--- config.mk ---
export PLATFORM = sky130hd
export DESIGN_NAME = alu_ctrl_stage
export DESIGN_NICKNAME = d
export VERILOG_FILES = /design/src/rtl/alu_ctrl_stage.sv
export SDC_FILE = /design/constraint.sdc
export NUM_CORES = 1
export LEC_CHECK = 0
export CORE_MARGIN = 4
export CORE_UTILIZATION = 30
export DETAILED_ROUTE_END_ITERATION = 6
export DONT_BUFFER_PORTS = 1
export SLEW_MARGIN = 10
export SYNTH_ARGS = -nofsm -noshare
export SYNTH_HDL_FRONTEND = slang
export SYNTH_SLANG_ARGS = --single-unit
--- constraint.sdc ---
create_clock -name clk -period 2.2 [get_ports clk]
set_input_delay 0.11 -clock clk [delete_from_list [all_inputs] [get_ports clk]]
set_output_delay 0.11 -clock clk [all_outputs]
set_load 0.03 [all_outputs]
--- src/rtl/alu_ctrl_stage.sv ---
// ALU control stage for the RV32 pipeline: RV32I/M ALU decode registered into ID/EX,
// with an occupancy counter that reports multi-cycle mul/div progress to the hazard unit.
module alu_ctrl_stage #(
  parameter int SUPPORT_M   = 1,
  parameter int DIV_LATENCY = 8,
  parameter int MUL_LATENCY = 1,
  parameter int CTRL_W      = 4
) (
  input  logic              clk,
  input  logic              rst_n,
  input  logic              id_valid,
  input  logic              id_op5,
  input  logic [2:0]        id_funct3,
  input  logic [6:0]        id_funct7,
  input  logic [1:0]        id_alu_op,
  input  logic              stall,
  input  logic              flush,
  output logic [CTRL_W-1:0] ex_alu_cntrl,
  output logic              ex_valid,
  output logic              ex_illegal,
  output logic              ex_multicycle,
  output logic              md_busy,
  output logic              md_done
);

  localparam int CNT_W = $clog2(64);
  localparam logic [CNT_W-1:0] DIV_CNT = CNT_W'(DIV_LATENCY - 1);
  localparam logic [CNT_W-1:0] MUL_CNT = CNT_W'(MUL_LATENCY - 1);
  localparam bit DIV_MC = (DIV_LATENCY > 1);
  localparam bit MUL_MC = (MUL_LATENCY > 1);
  localparam bit HAS_M  = (SUPPORT_M != 0);

  typedef enum logic [3:0] {
    C_ADD  = 4'd0,  C_SUB  = 4'd1,  C_AND  = 4'd2,  C_OR   = 4'd3,
    C_XOR  = 4'd4,  C_SLT  = 4'd5,  C_SLTU = 4'd6,  C_SLL  = 4'd7,
    C_SRL  = 4'd8,  C_SRA  = 4'd9,  C_MUL  = 4'd10, C_MULH = 4'd11,
    C_DIV  = 4'd12, C_DIVU = 4'd13, C_REM  = 4'd14, C_REMU = 4'd15
  } alu_code_e;

  alu_code_e dec_code;
  logic      dec_illegal;
  logic      dec_is_mul;
  logic      dec_is_div;
  logic      dec_multicycle;
  logic      m_case;

  always_comb begin
    dec_code    = C_ADD;
    dec_illegal = 1'b0;
    dec_is_mul  = 1'b0;
    dec_is_div  = 1'b0;
    m_case      = HAS_M && id_op5 && (id_funct7 == 7'b0000001);
    unique case (id_alu_op)
      2'b00: dec_code = C_ADD;
      2'b01: dec_code = C_SUB;
      2'b11: dec_illegal = 1'b1;
      default: begin
        if (m_case) begin
          unique case (id_funct3)
            3'b000:                 begin dec_code = C_MUL;  dec_is_mul = 1'b1; end
            3'b001, 3'b010, 3'b011: begin dec_code = C_MULH; dec_is_mul = 1'b1; end
            3'b100:                 begin dec_code = C_DIV;  dec_is_div = 1'b1; end
            3'b101:                 begin dec_code = C_DIVU; dec_is_div = 1'b1; end
            3'b110:                 begin dec_code = C_REM;  dec_is_div = 1'b1; end
            default:                begin dec_code = C_REMU; dec_is_div = 1'b1; end
          endcase
        end else begin
          // funct7 is only an opcode field for R-type; for I-type it is immediate bits
          if (id_op5) begin
            if (id_funct7 == 7'b0100000)
              dec_illegal = !((id_funct3 == 3'b000) || (id_funct3 == 3'b101));
            else if (id_funct7 != 7'b0000000)
              dec_illegal = 1'b1;
          end
          if (!dec_illegal) begin
            unique case (id_funct3)
              3'b000:  dec_code = (id_op5 && id_funct7[5]) ? C_SUB : C_ADD;
              3'b001:  dec_code = C_SLL;
              3'b010:  dec_code = C_SLT;
              3'b011:  dec_code = C_SLTU;
              3'b100:  dec_code = C_XOR;
              3'b101:  dec_code = id_funct7[5] ? C_SRA : C_SRL;
              3'b110:  dec_code = C_OR;
              default: dec_code = C_AND;
            endcase
          end
        end
      end
    endcase
    dec_multicycle = (dec_is_div && DIV_MC) || (dec_is_mul && MUL_MC);
  end

  logic              valid_q, valid_d;
  logic [CTRL_W-1:0] cntrl_q, cntrl_d;
  logic              illegal_q, illegal_d;
  logic              mc_q, mc_d;
  logic [CNT_W-1:0]  cnt_q, cnt_d;
  logic              hold;

  assign md_busy = valid_q & mc_q & (cnt_q != '0);
  assign md_done = valid_q & mc_q & (cnt_q == '0);
  assign hold    = stall | md_busy;

  always_comb begin
    valid_d   = valid_q;
    cntrl_d   = cntrl_q;
    illegal_d = illegal_q;
    mc_d      = mc_q;
    cnt_d     = cnt_q;
    if (flush) begin
      valid_d   = 1'b0;
      cntrl_d   = '0;
      illegal_d = 1'b0;
      mc_d      = 1'b0;
      cnt_d     = '0;
    end else if (hold) begin
      // the occupancy counter keeps running while the stage is held
      if (cnt_q != '0) cnt_d = cnt_q - 1'b1;
    end else begin
      valid_d   = id_valid;
      cntrl_d   = id_valid ? CTRL_W'(dec_code) : '0;
      illegal_d = id_valid & dec_illegal;
      mc_d      = id_valid & dec_multicycle;
      if (id_valid && dec_multicycle)
        cnt_d = dec_is_div ? DIV_CNT : MUL_CNT;
      else
        cnt_d = '0;
    end
  end

  always_ff @(posedge clk or negedge rst_n) begin
    if (!rst_n) begin
      valid_q   <= 1'b0;
      cntrl_q   <= '0;
      illegal_q <= 1'b0;
      mc_q      <= 1'b0;
      cnt_q     <= '0;
    end else begin
      valid_q   <= valid_d;
      cntrl_q   <= cntrl_d;
      illegal_q <= illegal_d;
      mc_q      <= mc_d;
      cnt_q     <= cnt_d;
    end
  end

  assign ex_valid      = valid_q;
  assign ex_alu_cntrl  = cntrl_q;
  assign ex_illegal    = illegal_q;
  assign ex_multicycle = mc_q;

endmodule

==> results.json <==
{
  "status": "finished clean",
  "ctsHtreeMaxLevel": 1,
  "cp_slowest_cell": "nor4b_4",
  "max_stage_delay_ns": 0.47,
  "fin_crit_sh_pct": 90.3,
  "worst-path-buf-inv": 1,
  "clkSinkCount": 13,
  "postSynthCellCount": 103,
  "post_synth.cell_area_avg_um2": 8.58,
  "initialDrtViolationCount": 13,
  "wl_um": 2020,
  "core_region_area_um2": 2780,
  "antenna_left": 0,
  "yosysWarnings": 0,
  "rows": 19,
  "tns_ns": 0,
  "crit_type": "register to register",
  "firstDrtPassIters": 4,
  "synth-edff-count": 0,
  "final_util_pct": 35.2,
  "overflow": 0,
  "leakage_nw": 0.426,
  "nets": 131,
  "ys_ff_latch": 13,
  "num_vias": 781,
  "die_w_um": 62.3,
  "p_total_mw": 0.984,
  "maxSlewViolCount": 0,
  "yosysTopAreaCellShare_pct": 36.8,
  "path_cells": "or3_4, o21bai_4, inv_2, nor4b_4, a22o_1, a31o_2",
  "vias_per_cell": 5.54,
  "worst_pin_slew_ns": 0.586,
  "cts-root-buf": "clkbuf_4",
  "crit_path_start_kind": "register",
  "cts_tree": "built",
  "fin_skew_ns": 0.00189,
  "cp_data_required_time_ns": 2.41,
  "yosysSeqAreaShare_pct": 36.8,
  "fmax_mhz": 503,
  "hpwl_um": 1660,
  "routedWlPerCell_um": 14.3,
  "syn-num-nets": 123,
  "clockBufferDepth": 2,
  "portBuffers": 0,
  "clk_pin_slew_ns": 0.08,
  "cp-end-kind": "register",
  "grt_pass1_vias": 826,
  "synth_simple_gate_area_share_pct": 30.5,
  "grt_pass1_wl_um": 3530,
  "start_util_pct": 31.8,
  "post-cts-setup-buffers": 0,
  "arrival_ns": 2.20,
  "antenna_cells": 0,
  "synth_xor_area_share_pct": 3.97,
  "dieArea_um2": 3880,
  "cts-buffers-inserted": 3,
  "rsz0062_at_grt": "no",
  "crit_family": "simple AND/OR/NAND/NOR gates",
  "synth_adder_area_share_pct": 2.83,
  "grt_antenna_before_repair": 0,
  "crit_fanout": 9,
  "synth_top_family_by_area": "simple AND/OR/NAND/NOR gates",
  "synthArstFlopShare_pct": 100,
  "setup_violations": 0,
  "hold_violations": 0,
  "drc": 0,
  "yosysUniqueCellTypes": 38,
  "syn_area_um2": 883,
  "io_pins": 27,
  "ys.flop_type": "dfrtp_1",
  "area_growth_syn_to_layout_pct": 10.9,
  "ys_top_cells_by_area": "dfrtp_1 (37%), nand2_1 (5.9%), a21oi_1 (5.1%)",
  "drv_cap": 0,
  "die_h_um": 62.3,
  "drive_gt1_share_pct": 12.7,
  "place_congestion": 0.893,
  "grt_max_degree": 14,
  "nFillCells": 285,
  "period_needed_ns": 1.99,
  "yosysTopAreaCell": "dfrtp_1",
  "synth_mux_area_share_pct": 0,
  "max_slew_margin_pct": 60.8,
  "peakVddDrop_v": 0.000575,
  "hp-class": "input pin to register",
  "powerDensity_nw_per_um2": 1000,
  "synth_compound_area_share_pct": 22.5,
  "insertion_delay_ns": 0.27,
  "grt_usage_pct": 10.8
}
[flip-flops by register name (all words and copies together) (netlist names)]
name	flops
ex_alu_cntrl	4
ex_illegal	1
ex_multicycle	1
ex_valid	1
cnt_q	6
[path summary, 6_finish.rpt]
kind	from	depth (start not counted)	to	slack, ns
setup / recovery	cnt_q[2]	6	ex_alu_cntrl[2]	0.21
hold / removal	flush	2	cnt_q[5]	0.02
setup reg to reg	cnt_q[2]	6	ex_alu_cntrl[2]	0.21
hold reg to reg	cnt_q[5]	2	cnt_q[5]	0.54
max in group asynchronous	rst_n	1	ex_alu_cntrl[2]	1.54
min in group asynchronous	rst_n	1	cnt_q[5]	0.28
[per-layer routing]
layer  up-vias  GRT usage (%)  wire length [µm]
met5         -              0                 0
met4         0           3.98                11
met3         4           5.95               230
met2        27           17.1               924
met1       361           12.2               855
li1        389              -                 -
[cell usage after synthesis, drive strengths merged (2+ instances only)]
| cell | count |
|---|---|
| a21o | 2 |
| a21oi | 9 |
| a22o | 2 |
| a22oi | 2 |
| a31oi | 2 |
| a32o | 2 |
| dfrtp | 13 |
| ha | 2 |
| inv | 7 |
| nand2 | 14 |
| nand4 | 2 |
| nor2 | 11 |
| nor2b | 3 |
| nor3 | 5 |
| nor4 | 2 |
| or3 | 3 |
| or4 | 2 |
| xnor2 | 3 |
[kinds of logic after synthesis]
| group | Yosys count |
|---|---|
| buffers and inverters | 8 |
| AO/OA/AOI/OAI | 27 |
| adder cells (fa/ha/maj) | 2 |
| AND/OR/NAND/NOR | 49 |
| flip-flops | 13 |
| XOR/XNOR | 4 |
[through the flow]
step / setup WS [ns] / hold WS (ns) / instances / area [µm²]
final: 0.213 / 0.0164 / 141 / 980
after global routing: 0.0143 / 0.00186 / 141 / 980
after CTS: 0.211 / 0.0115 / 141 / 980
after detailed placement: 0.215 / -0.185 / 135 / 933
after global placement: 0.304 / -0.185 / 135 / 933
after floorplan: 0.390 / -0.186 / 103 / 883
[where the power goes]
| part | total [mW] | leakage [nW] | internal (mW) | switching (mW) |
|---|---|---|---|---|
| registers | 0.336 | 0.179 | 0.286 | 0.0506 |
| clock network | 0.144 | 0.0150 | 0.0701 | 0.0737 |
| logic | 0.503 | 0.232 | 0.223 | 0.281 |
| total | 0.984 | 0.426 | 0.579 | 0.405 |
[layout by cell type (no fill, tap or decap), drive strengths merged, types with 3 or more instances in the layout]
cell / n
nand2: 14
dfrtp: 13
nor2: 11
a21oi: 9
inv: 7
nor3: 5
clkbuf: 4
xnor2: 3
nor2b: 3
or3: 3
[cell type report]
type | count | area (µm²) | area share (%)
Sequential cell | 13 | 325 | 33.2
Clock buffer | 4 | 26.3 | 2.68
Multi-Input combinational cell | 82 | 528 | 53.9
Tap cell | 31 | 38.8 | 3.96
Inverter | 7 | 26.3 | 2.68
Timing Repair Buffer | 4 | 35.0 | 3.58
[what timing repair did]
action	4_1_cts	5_1_grt
gates resized for setup	0	0
endpoints found under the hold margin	16	0
hold buffers	2	0
Power figures use the tool's default switching activity.
